--- src/rtl/regfile_scoreboard.sv ---
// regfile_scoreboard
//   Register file with two combinational read ports, two prioritised write
//   ports (A = ALU writeback, high priority; B = load return, low priority),
//   write-through bypass and a per-register pending scoreboard for RAW
//   hazard detection at decode.
//
// Ports
//   clock_in              clock, rising edge
//   reset                 asynchronous active-low reset
//   regWrite/writeReg/writeData      write port A
//   regWrite2/writeReg2/writeData2   write port B
//   readReg1/readReg2     read indices
//   readData1/readData2   combinational read data (bypassed)
//   issueValid/issueReg   mark a register pending (producer issued)
//   busy1/busy2           pending status of readReg1/readReg2
module regfile_scoreboard #(
  parameter int DATA_WIDTH = 32,
  parameter int ADDR_WIDTH = 5,
  parameter int ZERO_REG   = 1
) (
  input  logic                  clock_in,
  input  logic                  reset,
  input  logic                  regWrite,
  input  logic [ADDR_WIDTH-1:0] writeReg,
  input  logic [DATA_WIDTH-1:0] writeData,
  input  logic                  regWrite2,
  input  logic [ADDR_WIDTH-1:0] writeReg2,
  input  logic [DATA_WIDTH-1:0] writeData2,
  input  logic [ADDR_WIDTH-1:0] readReg1,
  input  logic [ADDR_WIDTH-1:0] readReg2,
  output logic [DATA_WIDTH-1:0] readData1,
  output logic [DATA_WIDTH-1:0] readData2,
  input  logic                  issueValid,
  input  logic [ADDR_WIDTH-1:0] issueReg,
  output logic                  busy1,
  output logic                  busy2
);

  localparam int DEPTH = 2 ** ADDR_WIDTH;
  localparam bit ZR    = (ZERO_REG != 0);

  logic [DATA_WIDTH-1:0] regs_q [DEPTH];
  logic [DEPTH-1:0]      pending_q;
  logic [DEPTH-1:0]      pending_d;

  logic wr_a_en;
  logic wr_b_en;
  logic issue_en;

  // Register 0 is filtered out of every state-changing path up front, so
  // storage and scoreboard never need to special-case it.
  assign wr_a_en  = regWrite   && !(ZR && (writeReg  == '0));
  assign wr_b_en  = regWrite2  && !(ZR && (writeReg2 == '0));
  assign issue_en = issueValid && !(ZR && (issueReg  == '0));

  always_ff @(posedge clock_in or negedge reset) begin
    if (!reset) begin
      for (int i = 0; i < DEPTH; i++) begin
        regs_q[i] <= '0;
      end
    end else begin
      for (int i = 0; i < DEPTH; i++) begin
        // Port A wins a collision; port B's write is dropped.
        if (wr_a_en && (writeReg == ADDR_WIDTH'(i))) begin
          regs_q[i] <= writeData;
        end else if (wr_b_en && (writeReg2 == ADDR_WIDTH'(i))) begin
          regs_q[i] <= writeData2;
        end
      end
    end
  end

  // Clear on write first, then set on issue: a new producer supersedes the
  // one completing in the same cycle.
  always_comb begin
    pending_d = pending_q;
    if (wr_a_en) pending_d[writeReg]  = 1'b0;
    if (wr_b_en) pending_d[writeReg2] = 1'b0;
    if (issue_en) pending_d[issueReg] = 1'b1;
  end

  always_ff @(posedge clock_in or negedge reset) begin
    if (!reset) begin
      pending_q <= '0;
    end else begin
      pending_q <= pending_d;
    end
  end

  // Outputs are forced low while reset is held so that bypassed write data
  // cannot leak out during reset.
  always_comb begin
    readData1 = '0;
    busy1     = 1'b0;
    if (reset && !(ZR && (readReg1 == '0))) begin
      if (wr_a_en && (writeReg == readReg1)) begin
        readData1 = writeData;
      end else if (wr_b_en && (writeReg2 == readReg1)) begin
        readData1 = writeData2;
      end else begin
        readData1 = regs_q[readReg1];
        busy1     = pending_q[readReg1];
      end
    end
  end

  always_comb begin
    readData2 = '0;
    busy2     = 1'b0;
    if (reset && !(ZR && (readReg2 == '0))) begin
      if (wr_a_en && (writeReg == readReg2)) begin
        readData2 = writeData;
      end else if (wr_b_en && (writeReg2 == readReg2)) begin
        readData2 = writeData2;
      end else begin
        readData2 = regs_q[readReg2];
        busy2     = pending_q[readReg2];
      end
    end
  end

endmodule
--- config.mk ---
export PLATFORM = sky130hd
export DESIGN_NAME = regfile_scoreboard
export DESIGN_NICKNAME = d
export VERILOG_FILES = /design/src/rtl/regfile_scoreboard.sv
export SDC_FILE = /design/constraint.sdc
export NUM_CORES = 2
export LEC_CHECK = 0
export BUFFER_PORTS_ARGS = -buffer_cell sky130_fd_sc_hd__buf_2
export CORE_AREA = 2 2 484 486
export CTS_BUF_LIST = sky130_fd_sc_hd__clkbuf_16
export CTS_CLUSTER_DIAMETER = 60
export CTS_CLUSTER_SIZE = 12
export DETAILED_ROUTE_END_ITERATION = 6
export DIE_AREA = 0 0 486 488
export PLACE_DENSITY = 0.48
export SLEW_MARGIN = 0
export SYNTH_ARGS = -nofsm -noshare
export SYNTH_HDL_FRONTEND = slang
export SYNTH_SLANG_ARGS = --single-unit
--- constraint.sdc ---
create_clock -name clock_in -period 3.6 [get_ports clock_in]
set_input_delay 0 -clock clock_in [delete_from_list [all_inputs] [get_ports clock_in]]
set_output_delay 0 -clock clock_in [all_outputs]
set_load 0.02 [all_outputs]
==> flow_metrics.env <==
export IMPL_status="completed"
export IMPL_synth_cell_types=68
export IMPL_synth_cells_most_frequent="1739 x mux2i_1, 1056 x dfrtp_1, 703 x nor2_1"
export IMPL_areaGrowthSynthToFinish_pct=13.9
export IMPL_clock_latency_ns=0.79
export IMPL_port_buffers=159
export IMPL_p_leak_nw=33.4
export IMPL_syn_inst=6960
export IMPL_final_antenna_net_count=0
export IMPL_h_tree_depth=3
export IMPL_routabilityCongestion=0.890
export IMPL_numClockSinks=1056
export IMPL_num_rows=177
export IMPL_clk_path_buf_depth=3
export IMPL_ys_async_sr_fraction_pct=100
export IMPL_netlist_area_mm2=0.0670
export IMPL_tritoncts="yes"
export IMPL_antenna_found_initial=19
export IMPL_crit_chain="dlygate4sd3_1 > buf_2 > or4_4 > o2111ai_1 > o21ba_2 > buf_12 > o21ai_0 > o21ai_1 > buf_4 > buf_2"
export IMPL_worst_pin_slew_ns=1.36
export IMPL_start_util_pct=28.9
export IMPL_cts_root_buf="clkbuf_16"
export IMPL_crit_type="input port to output port"
export IMPL_hold_viol_final=0
export IMPL_post_route_period_util_pct=97.4
export IMPL_grtUsageTotal_pct=25.1
export IMPL_cts_buffers=116
export IMPL_slew_violations=0
export IMPL_io_pins=160
export IMPL_final_nets=6839
export IMPL_critical_path_arrival_ns=3.51
export IMPL_ys_ff_latch=1056
export IMPL_grt_setup_unrepaired="false"
export IMPL_grt_first_pass_wirelength_um=432000
export IMPL_drive_above_1_share_pct=11.9
export IMPL_grt_max_degree=156
export IMPL_stdcell_area_mm2=0.0763
export IMPL_drt_iter0_drc=5873
export IMPL_yosysTopAreaCell="dfrtp_1"
export IMPL_cp_top_family="compound AO/OA/AOI/OAI gates"
export IMPL_wl_per_cell_um=31.0
export IMPL_ys_seq_area_share_pct=39.5
export IMPL_slowest_stage="o21ai_1"
export IMPL_endpoint_kind="output port"
export IMPL_cpPeakStageDelay_ns=0.63
export IMPL_grt_pass1_vias=55700
export IMPL_placed_cell_area_mm2=0.0713
export IMPL_max_freq_mhz=285
export IMPL_synthTopCellsByArea="dfrtp_1 39%, mux2i_1 26%, mux4_2 5.4%"
export IMPL_power_density_mw_per_mm2=525
export IMPL_overflow=0
export IMPL_dieArea_mm2=0.237
export IMPL_whs_ns=0.0566
export IMPL_hpwl_um=182000
export IMPL_synth_main_ff_cell="dfrtp_1"
export IMPL_hp_class="input port to register"
export IMPL_drt_wl_total_um=307000
export IMPL_vias_per_cell=5.77
export IMPL_slew_headroom_pct=8.83
export IMPL_ir_worst_vdd_uv=406
export IMPL_cts_resized=0
export IMPL_routed_via_count=57100
export IMPL_ys_warn_count=0
export IMPL_synth_edf_count=0
export IMPL_critPathBufInv=5
export IMPL_skew_ns=0
export IMPL_crit_top_cell="buf_2"
export IMPL_setup_viol=0
export IMPL_drc_errors=0
export IMPL_cp_start_kind="input port"
export IMPL_die_h_um=488
export IMPL_die_x_um=486
export IMPL_synthesis_nets=7054
export IMPL_dr_pass1_iters=7
export IMPL_layout_min_cycle_time_ns=3.51
export IMPL_path_clk_slew_ns=0.06
export IMPL_coreArea_mm2=0.232
export IMPL_synth_avg_cell_area_um2=9.62
export IMPL_synth_top_cell_area_share_pct=39.5
export IMPL_maxCapViolations=0
export IMPL_setup_tns_ns=0
export IMPL_critPathRequiredTime_ns=3.60
export IMPL_yosysMostFrequentCell="mux2i_1"
export IMPL_crit_fanout=20
==> layout by cell type (no fill, tap or decap), drive strengths merged, types with 4 or more instances in the layout <==
| cell type | n |
|---|---|
| a21o | 11 |
| a21oi | 674 |
| a221oi | 61 |
| a32o | 7 |
| and3 | 4 |
| and4 | 63 |
| buf | 401 |
| bufinv | 12 |
| clkbuf | 117 |
| clkinv | 39 |
| clkinvlp | 7 |
| dfrtp | 1056 |
| diode | 29 |
| dlygate4sd3 | 119 |
| inv | 43 |
| mux2i | 1739 |
| mux4 | 160 |
| nand2 | 561 |
| nand2b | 19 |
| nand3 | 6 |
| nand4 | 6 |
| nand4b | 6 |
| nand4bb | 6 |
| nor2 | 705 |
| nor2b | 8 |
| nor3 | 15 |
| nor3b | 5 |
| nor4 | 64 |
| o2111ai | 67 |
| o21ai | 529 |
| o22ai | 249 |
| or4 | 5 |
| xnor2 | 10 |
| xor2 | 10 |
==> final cells by class <==
type,instances,area (µm²)
multi-input combinational,5028,37300
clock buffer,117,2930
inverter,23,86.3
fill,23300,156000
antenna,29,72.6
timing repair buffer,520,4910
tap,3043,3810
sequential,1056,26400
clock inverter,78,762
==> sequential cells by signal, indices dropped and copies added (netlist names) <==
signal / flops
regs_q: 1024
pending_q: 32
==> worst paths after layout <==
kind	slack, ns	depth (start not counted)	start	to
min in group asynchronous	0.10	3	reset	regs_q[446]
max in group asynchronous	1.44	5	reset	regs_q[387]
min reg2reg	0.40	0	regs_q[1014]	regs_q[1014]
max reg2reg	2.24	3	regs_q[575]	regs_q[575]
min	0.06	5	writeReg2[3]	regs_q[767]
max	0.09	10	writeReg[3]	readData1[2]
==> through the flow <==
stage	util, %	instances	power [mW]	setup slack (ns)
2_1_floorplan	-	6960	23.9	1.90
3_3_place_gp	30.8	9551	27.1	0.325
3_5_place_dp	30.8	9551	27.4	0.386
4_1_cts	32.9	9865	40.0	0.0552
5_1_grt	32.9	9887	41.9	0.0279
6_report	32.9	9894	40.0	0.0947
==> metal layers <==
| layer | part of all wire [%] | track usage (%) |
|---|---|---|
| met3 | 7.0 | 4.52 |
| met1 | 40 | 31.3 |
| met4 | 6.7 | 15.7 |
| met5 | 0.011 | 0 |
| met2 | 46 | 40.4 |
==> what timing repair did <==
item                                   4_1_cts  5_1_grt
buffers inserted                             0        0
endpoints found under the hold margin     1355        0
hold buffers                               119        0
==> logic make-up after synthesis <==
kind of cell | Yosys count | share of synthesized area, %
mux | 1902 | 31.4
compound gates | 1616 | 13.5
simple gates | 1490 | 9.68
flops | 1056 | 39.5
buf+inv | 876 | 5.71
xor+xnor | 20 | 0.262
==> worst reg2reg max path, delay by kind of cell, from the launching register on <==
kind / cells / cell delay, ns
flops: 1 / 0.42
buf+inv: 1 / 0.59
mux: 1 / 0.14
compound gates: 1 / 0.09
==> power breakdown <==
part           switching, mW  total, mW  internal (mW)
Clock                   5.59       12.3           6.73
Sequential              2.58       17.6           15.0
Combinational           5.49       10.1           4.64
Note: power is estimated with default switching activity, not from simulation.
